==> config.mk <==
export PLATFORM = sky130hd
export DESIGN_NAME = div_mod_unit_flat
export DESIGN_NICKNAME = d
export VERILOG_FILES = /design/src/rtl/div_mod_unit_if.sv /design/src/rtl/div_mod_unit.sv /design/src/flat_wrapper.sv
export SDC_FILE = /design/constraint.sdc
export NUM_CORES = 1
export LEC_CHECK = 0
export CAP_MARGIN = 20
export CORE_UTILIZATION = 60
export CTS_CLUSTER_SIZE = 40
export DETAILED_ROUTE_END_ITERATION = 10
export GPL_TIMING_DRIVEN = 0
export PLACE_DENSITY = 0.9
export SLEW_MARGIN = 30
export SYNTH_ARGS = -nofsm -noshare
export SYNTH_HDL_FRONTEND = slang
export SYNTH_SLANG_ARGS = --single-unit
==> constraint.sdc <==
create_clock -name clock -period 3.85 [get_ports clock]
set_input_delay 0.5775 -clock clock [delete_from_list [all_inputs] [get_ports clock]]
set_output_delay 0.5775 -clock clock [all_outputs]
set_load 0.05 [all_outputs]
==> src/rtl/div_mod_unit_if.sv <==
// rtl/div_mod_unit_if.sv - start/busy/done handshake bundle for div_mod_unit
interface div_mod_unit_if #(
  parameter int WIDTH = 32
);
  logic             start;
  logic             is_signed;
  logic [WIDTH-1:0] a_in;
  logic [WIDTH-1:0] b_in;
  logic [WIDTH-1:0] quotient;
  logic [WIDTH-1:0] remainder;
  logic             busy;
  logic             done;
  logic             div_zero;
  logic             overflow;

  modport master (
    output start, is_signed, a_in, b_in,
    input  quotient, remainder, busy, done, div_zero, overflow
  );

  modport slave (
    input  start, is_signed, a_in, b_in,
    output quotient, remainder, busy, done, div_zero, overflow
  );
endinterface

==> src/rtl/div_mod_unit.sv <==
// rtl/div_mod_unit.sv - multi-cycle restoring divider producing quotient and remainder
module div_mod_unit #(
  parameter int WIDTH = 32
) (
  input logic           clock,
  input logic           reset,
  div_mod_unit_if.slave bus
);
  localparam int CW = $clog2(WIDTH + 1);
  localparam logic [WIDTH-1:0] MIN_VAL = {1'b1, {(WIDTH-1){1'b0}}};
  localparam logic [WIDTH-1:0] ONE_VAL = {{(WIDTH-1){1'b0}}, 1'b1};

  typedef enum logic [2:0] {IDLE, CHECK, RUN, FIX, DONE} state_t;
  state_t state, state_nxt;

  // Operation context captured at acceptance
  logic             sa, sb, bypass;
  logic [WIDTH-1:0] abs_a, abs_b, raw_a;
  logic [WIDTH-1:0] dvd;
  logic [WIDTH-1:0] q_work, p_work;
  logic [CW-1:0]    cnt;

  logic             sa_in, sb_in;
  logic [WIDTH-1:0] abs_a_in, abs_b_in;
  logic [CW-1:0]    len_in;

  // Sign bits, magnitudes and dividend bit length of the incoming operands
  always_comb begin
    sa_in    = bus.is_signed & bus.a_in[WIDTH-1];
    sb_in    = bus.is_signed & bus.b_in[WIDTH-1];
    abs_a_in = sa_in ? -bus.a_in : bus.a_in;
    abs_b_in = sb_in ? -bus.b_in : bus.b_in;
    len_in   = '0;
    for (int i = 0; i < WIDTH; i++) begin
      if (abs_a_in[i]) len_in = CW'(i + 1);
    end
  end

  logic fast_zero, fast_small;
  assign fast_zero  = (abs_b == '0);
  assign fast_small = (abs_a < abs_b);

  // One restoring step: shift in the next dividend bit and trial-subtract.
  // P stays below |b| between steps, so WIDTH bits hold it and p_shift[WIDTH]
  // can only be set when the trial subtraction is guaranteed to succeed.
  logic [WIDTH:0] p_shift, trial;
  assign p_shift = {p_work, dvd[WIDTH-1]};
  assign trial   = p_shift - {1'b0, abs_b};

  logic [WIDTH-1:0] q_fix, r_fix;
  logic             ovf_fix;

  // Sign correction of the magnitude result; divide-by-zero results pass through raw
  always_comb begin
    ovf_fix = sa & sb & (abs_a == MIN_VAL) & (abs_b == ONE_VAL);
    q_fix   = q_work;
    r_fix   = p_work;
    if (!bypass) begin
      if (ovf_fix) begin
        q_fix = MIN_VAL;
        r_fix = '0;
      end else begin
        if (sa ^ sb) q_fix = -q_work;
        if (sa)      r_fix = -p_work;
      end
    end
  end

  // State register
  always_ff @(posedge clock) begin
    if (!reset) state <= IDLE;
    else        state <= state_nxt;
  end

  // Next-state logic and handshake outputs
  always_comb begin
    state_nxt = state;
    bus.busy  = (state != IDLE);
    bus.done  = (state == DONE);
    case (state)
      IDLE:    if (bus.start) state_nxt = CHECK;
      CHECK:   state_nxt = (fast_zero || fast_small) ? FIX : RUN;
      RUN:     if (cnt == CW'(1)) state_nxt = FIX;
      FIX:     state_nxt = DONE;
      DONE:    state_nxt = IDLE;
      default: state_nxt = IDLE;
    endcase
  end

  // Datapath: operand capture, fast paths, iteration and result registers
  always_ff @(posedge clock) begin
    if (!reset) begin
      sa            <= 1'b0;
      sb            <= 1'b0;
      bypass        <= 1'b0;
      abs_a         <= '0;
      abs_b         <= '0;
      raw_a         <= '0;
      dvd           <= '0;
      q_work        <= '0;
      p_work        <= '0;
      cnt           <= '0;
      bus.quotient  <= '0;
      bus.remainder <= '0;
      bus.div_zero  <= 1'b0;
      bus.overflow  <= 1'b0;
    end else begin
      case (state)
        IDLE: begin
          if (bus.start) begin
            sa    <= sa_in;
            sb    <= sb_in;
            abs_a <= abs_a_in;
            abs_b <= abs_b_in;
            raw_a <= bus.a_in;
            cnt   <= len_in;
          end
        end
        CHECK: begin
          if (fast_zero) begin
            q_work <= '1;
            p_work <= raw_a;
            bypass <= 1'b1;
          end else if (fast_small) begin
            q_work <= '0;
            p_work <= abs_a;
            bypass <= 1'b0;
          end else begin
            q_work <= '0;
            p_work <= '0;
            bypass <= 1'b0;
            // Skip leading zeros: the top set bit of |a| enters first
            dvd    <= abs_a << (CW'(WIDTH) - cnt);
          end
        end
        RUN: begin
          p_work <= trial[WIDTH] ? p_shift[WIDTH-1:0] : trial[WIDTH-1:0];
          q_work <= {q_work[WIDTH-2:0], ~trial[WIDTH]};
          dvd    <= dvd << 1;
          cnt    <= cnt - 1'b1;
        end
        FIX: begin
          bus.quotient  <= q_fix;
          bus.remainder <= r_fix;
          bus.div_zero  <= bypass;
          bus.overflow  <= ovf_fix;
        end
        default: ;
      endcase
    end
  end
endmodule

==> src/flat_wrapper.sv <==
// flat-port wrapper written by rule: the top's interface ports become plain ports
module div_mod_unit_flat 
#(
  parameter int WIDTH = 32
)
  (clock, reset, bus_start, bus_is_signed, bus_a_in, bus_b_in, bus_quotient, bus_remainder, bus_busy, bus_done, bus_div_zero, bus_overflow);
  div_mod_unit_if #(.WIDTH(WIDTH)) bus_i ();
  input logic clock;
  input logic reset;
  input wire logic [$bits(bus_i.start)-1:0] bus_start;
  input wire logic [$bits(bus_i.is_signed)-1:0] bus_is_signed;
  input wire logic [$bits(bus_i.a_in)-1:0] bus_a_in;
  input wire logic [$bits(bus_i.b_in)-1:0] bus_b_in;
  output wire logic [$bits(bus_i.quotient)-1:0] bus_quotient;
  output wire logic [$bits(bus_i.remainder)-1:0] bus_remainder;
  output wire logic [$bits(bus_i.busy)-1:0] bus_busy;
  output wire logic [$bits(bus_i.done)-1:0] bus_done;
  output wire logic [$bits(bus_i.div_zero)-1:0] bus_div_zero;
  output wire logic [$bits(bus_i.overflow)-1:0] bus_overflow;
  assign bus_i.start = bus_start;
  assign bus_i.is_signed = bus_is_signed;
  assign bus_i.a_in = bus_a_in;
  assign bus_i.b_in = bus_b_in;
  assign bus_quotient = bus_i.quotient;
  assign bus_remainder = bus_i.remainder;
  assign bus_busy = bus_i.busy;
  assign bus_done = bus_i.done;
  assign bus_div_zero = bus_i.div_zero;
  assign bus_overflow = bus_i.overflow;
  div_mod_unit #(.WIDTH(WIDTH)) u_core (.clock(clock), .reset(reset), .bus(bus_i));
endmodule
# Yosys cells after proc, flatten, opt, wreduce, memory -nomap -nowiden
# Cells that the tools add are included.
# totals
register_bits	270
input_bits	68
out_inout_bits	68
elab_cells	108
# classes
addsub	7
order_cmp	1
eq_ne	11
n_shift	1
mux	56
n_bitwise	7
reduce_logical	10
# ops
cell	count
32-bit 2-to-1 mux	14
6-bit 2-to-1 mux	32
32-bit case mux with 2 select lines	3
32-bit negator	4
33-bit by 32-bit subtractor with 33-bit output	1
32-bit by 1-bit equality test with 1-bit output, second input constant	1
32-bit equality test, second input constant	1
32-bit zero test	1
32-bit < comparator	1
32-bit by 6-bit << shifter with 32-bit output	1
3-bit case mux with 4 select lines	1
6-bit case mux with 2 select lines	1
3-bit by 2-bit equality test with 1-bit output, second input constant	2
6-bit by 1-bit equality test with 1-bit output, second input constant	1
3-bit 2-to-1 mux	2
2-bit inequality test, second input constant	3
2-bit AND reduction	3
6-bit by 1-bit subtractor with 6-bit output, second input constant	1
6-bit subtractor, first input constant	1
1-bit bitwise AND	5
2-bit nonzero test	2
3-bit by 1-bit equality test with 1-bit output, second input constant	1
3-bit equality test, second input constant	1
3-bit zero test	1
7 further kinds	9

# Logic depth before layout (Yosys ltp)
# logic_depth
ltp_word	36
depth_mapped	16
mapped_depth_nobuf	13

# Worst setup path before layout
# No wires, ideal clock.
# synth_path
path_kind	reg2reg
startpoint	reg u_core.cnt[0]
endpoint	reg u_core.dvd[24]
setup_time_ns	0.123
arrival_time_ns	3.252
required_time_ns	3.727
path_slack_ns	0.475
stages_incl_launch_ff	16
n_path_buf	6
synth_period_minus_slack_ns	3.375
path_cell_list	dfxtp_1 > buf_2 > inv_1 > clkbuf_1 > ha_1 > clkbuf_1 > buf_2 > buf_2 > buf_1 > mux4_2 > nand2_1 > o21ai_0 > o211ai_1 > o21ai_0 > a221oi_1 > nor2_1
# synth_between
elab_chain_cells	5
# synth_lines
item	line	rtl
from (decl)	div_mod_unit.sv:21	logic [CW-1:0] cnt;
from (signal assigned)	div_mod_unit.sv:116	cnt <= len_in;
from (signal assigned)	div_mod_unit.sv:140	cnt <= cnt - 1'b1;
6-bit subtractor	div_mod_unit.sv:133	dvd <= abs_a << (CW'(WIDTH) - cnt);
32-bit by 6-bit << shifter with 32-bit output	div_mod_unit.sv:133	
32-bit 2-to-1 mux	div_mod_unit.sv:124	end else if (fast_small) begin
32-bit 2-to-1 mux	div_mod_unit.sv:120	if (fast_zero) begin
32-bit case mux with 2 select lines	div_mod_unit.sv:108	case (state)
to (signal assigned)	div_mod_unit.sv:133	
to (signal assigned)	div_mod_unit.sv:139	dvd <= dvd << 1;
to (decl)	div_mod_unit.sv:19	logic [WIDTH-1:0] dvd;
# No other way between the ends. The select of a mux whose other input is x is not followed.
# A chain may end at the register's enable or synchronous reset.

# Final worst setup path
# layout_path
startpoint	reg u_core.abs_a[7]
endpoint	reg u_core.dvd[23]
# layout_between
elab_chain_cells	4
word_cells_on_any_way	7
cone_classes	order compare (1); eq/ne (1); shift (1); mux (3); reduce/logical (1)
# layout_lines
item	line	rtl
from (decl)	div_mod_unit.sv:18	logic [WIDTH-1:0] abs_a, abs_b, raw_a;
from (signal assigned)	div_mod_unit.sv:113	abs_a <= abs_a_in;
parallel branches: the longest is 4 deep, another holds 32-bit < comparator	n/a	
# Parallel ways; which one is timed is not known. The select of a mux whose other input is x is not followed.

==> results.md <==
- Sinks on Clock Net: 269
- DRC: 0
- R2r setup slk: 20 ps
- Port buffer count: 127
- Diode count: 0
- Antenna Nets Post-Route: 0
- CP bufs+invs: 0
- Cells taking the most area after synthesis: dfxtp_1 31%, a21oi_1 5.7%, nor2_1 5.7%, ha_1 5.0%, xnor2_1 4.3%
- Worst Skew: 17.3 ps
- Ports: 136
- Largest net degree at the start of global routing: 16
- Delay-heaviest family, CP: compound AO/OA/AOI/OAI gates
- Critical Path RT: 4250 ps
- Initial DRC Count: 2,574
- Max cap viols: 0
- Via count: 18,700
- CTS Buffer Depth: 3
- Max-slew violations: 0
- Met2 wire length: 27.3 mm
- Final setup vio count: 0
- Cts bufs inserted: 29
- Fraction of layout cells with a size suffix above 1: 5.61%
- Cells after synthesis: 2,213
- M1 WL: 25.0 mm
- Register area share after synthesis: 30.9%
- Tcrit/Tclk final: 99.6%
- Clk root buf: clkbuf_16
- Worst Path Max Fanout: 8
- Highest routed layer: met4
- Chip height: 172 um
- Metal3 WL: 7.45 mm
- Dominant synthesized flop cell: dfxtp_1
- Initial Util: 60.9%
- Worst setup SP type: flop
- Levels on crit path: 11
- Number of cells on the worst reg-to-reg path: 11
- Critical path class: flop to flop
- DP Cell Count: 2,724
- Power per cell area: 786 mW/mm^2
- Drt wl/cell: 22.5 um
- #FFs+latches synth: 269
- Worst slew pin tran: 1010 ps
- Die W: 172 um
- CTS H-Tree Depth: 1
- Area leader, netlist: dfxtp_1
- Wirelength, routed: 62.5 mm
- RSZ-0062 raised after global routing: false
- Vias in the first global route: 16,900
- P&R area growth vs syn: 16.1%
- Synth warn: 0
- Synth async-reset ratio: 0%
- Later-pin clock latency in the skew report: 560 ps
- Post-layout nets: 2,508
- Crit-path slowest cell: dfxtp_1
- Slowest stage delay, CP: 680 ps
- Hold_ws: 320 ps
- Slew HR: 32.5%
- FMAX: 261 MHz
- Mapped cell area: 0.0174 mm^2
- GPL Wtd Cong: 1.00
- # rows: 62
- Number of enable flip-flop cells after synthesis: 0
- Crit path capture type: flop
- Final Non-Filler Cells: 2,774
- Setup TNS: 0 ps
- First-pass GRT wire length: 94.6 mm
- Min-delay worst type: input pin to flop
- Mapped Avg Cell Area: 7.88 um^2
- CP cell instances: ha_1 -> o211a_1 -> nand3_1 -> o211ai_1 -> a221oi_1 -> o31ai_1 -> a211oi_2 -> nor3_2 -> nor2_1 -> a2111oi_0 -> nor3_1
- Post-DP HPWL: 48.1 mm
- Maximum VDD drop: 0.365 mV
- Initial antenna violation count: 0
- Netlist cell types: 83
- Pleak: 7.48 nW
- CTS clock-pin slew for the worst setup and hold paths: 70 ps
- GRT Total Usage: 41.3%
- Share of the synthesized area in the top cell type: 30.9%
- DRT Pass-1 Iters: 6
- CP Data Arrival Time: 4240 ps
- CORE AREA: 0.0286 mm^2
- Fin. Hold Viols: 0
- Hold path depth: 3
- CTS tree: yes
- Syn nets: 2,352
- Vias/cell: 6.75
- Hold_buf cts: 0
- Min Clock Period, post-route: 3830 ps
- Total gr overflow: 0
- Die area: 0.0297 mm^2
- Status: complete, no violations
cell usage in the layout, fill, tap and decap left out, types with 12 or more instances in the layout:
master           instances
a21o_1                  18
nor4_1                  27
a211oi_1                73
or3_1                   12
buf_1                   13
o22ai_1                 21
o211ai_1                16
nand2_1                193
a22oi_1                 92
xnor2_1                 86
a21oi_1                197
o21a_1                  12
nand3_1                 28
ha_1                    69
nor2_1                 263
mux2i_1                 45
a221oi_1                42
o31ai_1                 23
nor2b_1                 20
clkbuf_16               29
nand4_1                 16
o21ai_0                143
a31oi_1                 12
nor3_1                  55
inv_1                   56
xor2_1                  59
clkdlybuf4s50_1        127
mux4_2                  16
nand2b_1                17
dfxtp_1                265
clkbuf_1               132
final timing paths:
kind                                       from                       endpoint
hold / removal                     bus_a_in[14]  u_core.raw_a[14]$_SDFFE_PN0P_
setup reg to reg   u_core.abs_a[7]$_SDFFE_PN0P_    u_core.dvd[23]$_SDFFE_PN0P_
hold reg to reg   u_core.raw_a[11]$_SDFFE_PN0P_  u_core.raw_a[11]$_SDFFE_PN0P_
setup / recovery   u_core.abs_a[7]$_SDFFE_PN0P_    u_core.dvd[23]$_SDFFE_PN0P_
Yosys cell counts (8+ instances only):
master	count
nand4_1	16
ha_1	70
nor2b_1	20
a31oi_1	12
buf_2	12
a21boi_0	8
o31ai_1	23
o22ai_1	21
a221oi_1	42
a211oi_1	75
nor2_1	263
o41ai_1	10
or4_1	8
inv_1	56
dfxtp_1	269
o21ai_1	8
o21a_1	12
nand2_1	193
xnor2_1	86
xor2_1	59
o211ai_1	16
o21ai_0	144
mux2i_1	45
buf_1	15
a21o_1	18
nor4_1	27
nand3_1	28
mux4_2	16
and2_1	10
nand2b_1	17
a21oi_1	198
nor3_1	56
a22oi_1	92
or3_1	12
mux2_2	8
clkbuf_1	135
power by group:
group | switching (mW) | internal (mW)
Clock | 1.19 | 1.75
Combinational | 5.58 | 3.35
Sequential | 0.757 | 3.29
flip-flops by register name (all words and copies together), names as in the netlist:
register,count
u_core.p_work,32
u_core.raw_a,32
u_core.q_work,32
u_core.sa,1
u_core.bus.div_zero,1
u_core.state,3
u_core.abs_b,32
u_core.bypass,1
u_core.cnt,6
u_core.bus.overflow,1
u_core.bus.remainder,32
u_core.abs_a,31
u_core.dvd,32
u_core.bus.quotient,32
u_core.sb,1
cells by family (layout without fill, tap and decap cells):
| kind of cell | count (synthesis) | count (layout) | synth area share, % |
|---|---|---|---|
| buffers and inverters | 222 | 399 | 4.99 |
| adders and majority gates | 71 | 71 | 5.14 |
| xor gates and xnor gates | 147 | 147 | 7.47 |
| and+or+nand+nor | 690 | 690 | 18.3 |
| AOI/OAI and AO/OA | 744 | 744 | 28.0 |
| muxes | 70 | 70 | 5.23 |
| DFF | 269 | 269 | 30.9 |
timing repair:
action / CTS / global route
pin swaps: 0 / 1
gates cloned: 0 / 0
gates resized for setup: 10 / 16
setup buffers: 0 / 0
endpoints found under the setup margin: 36 / 42
final cells by class:
type | count | area (um^2)
buffer | 164 | 671
clock buffer | 37 | 806
multi-input combinational | 1722 | 11200
sequential | 269 | 5390
clock inverter | 15 | 194
inverter | 56 | 210
tap | 384 | 480
timing repair buffer | 127 | 1270
fill | 2292 | 8380
routing by layer:
metal / track usage (%) / vias up
li1: - / 8449
met1: 55.2 / 8724
met2: 65.4 / 1334
met3: 8.15 / 224
met4: 16.1 / 0
met5: 0 / -
worst min-delay path: stages:
cell and delay (ps):
buf_6 120, nand2_1 80, a21oi_1 60
per-stage QoR:
stage	cell area, um^2	setup WS, ps	utilization [%]	power (mW)
finish	20200	16.2	70.7	15.9
global placement	19200	-435	67.0	12.4
floorplan	17400	475	-	10.1
global route	20200	23.5	70.7	16.7
CTS	20200	46.0	70.6	15.4
detailed placement	19200	-455	67.0	12.5
Note: power is estimated with default switching activity, not from simulation.
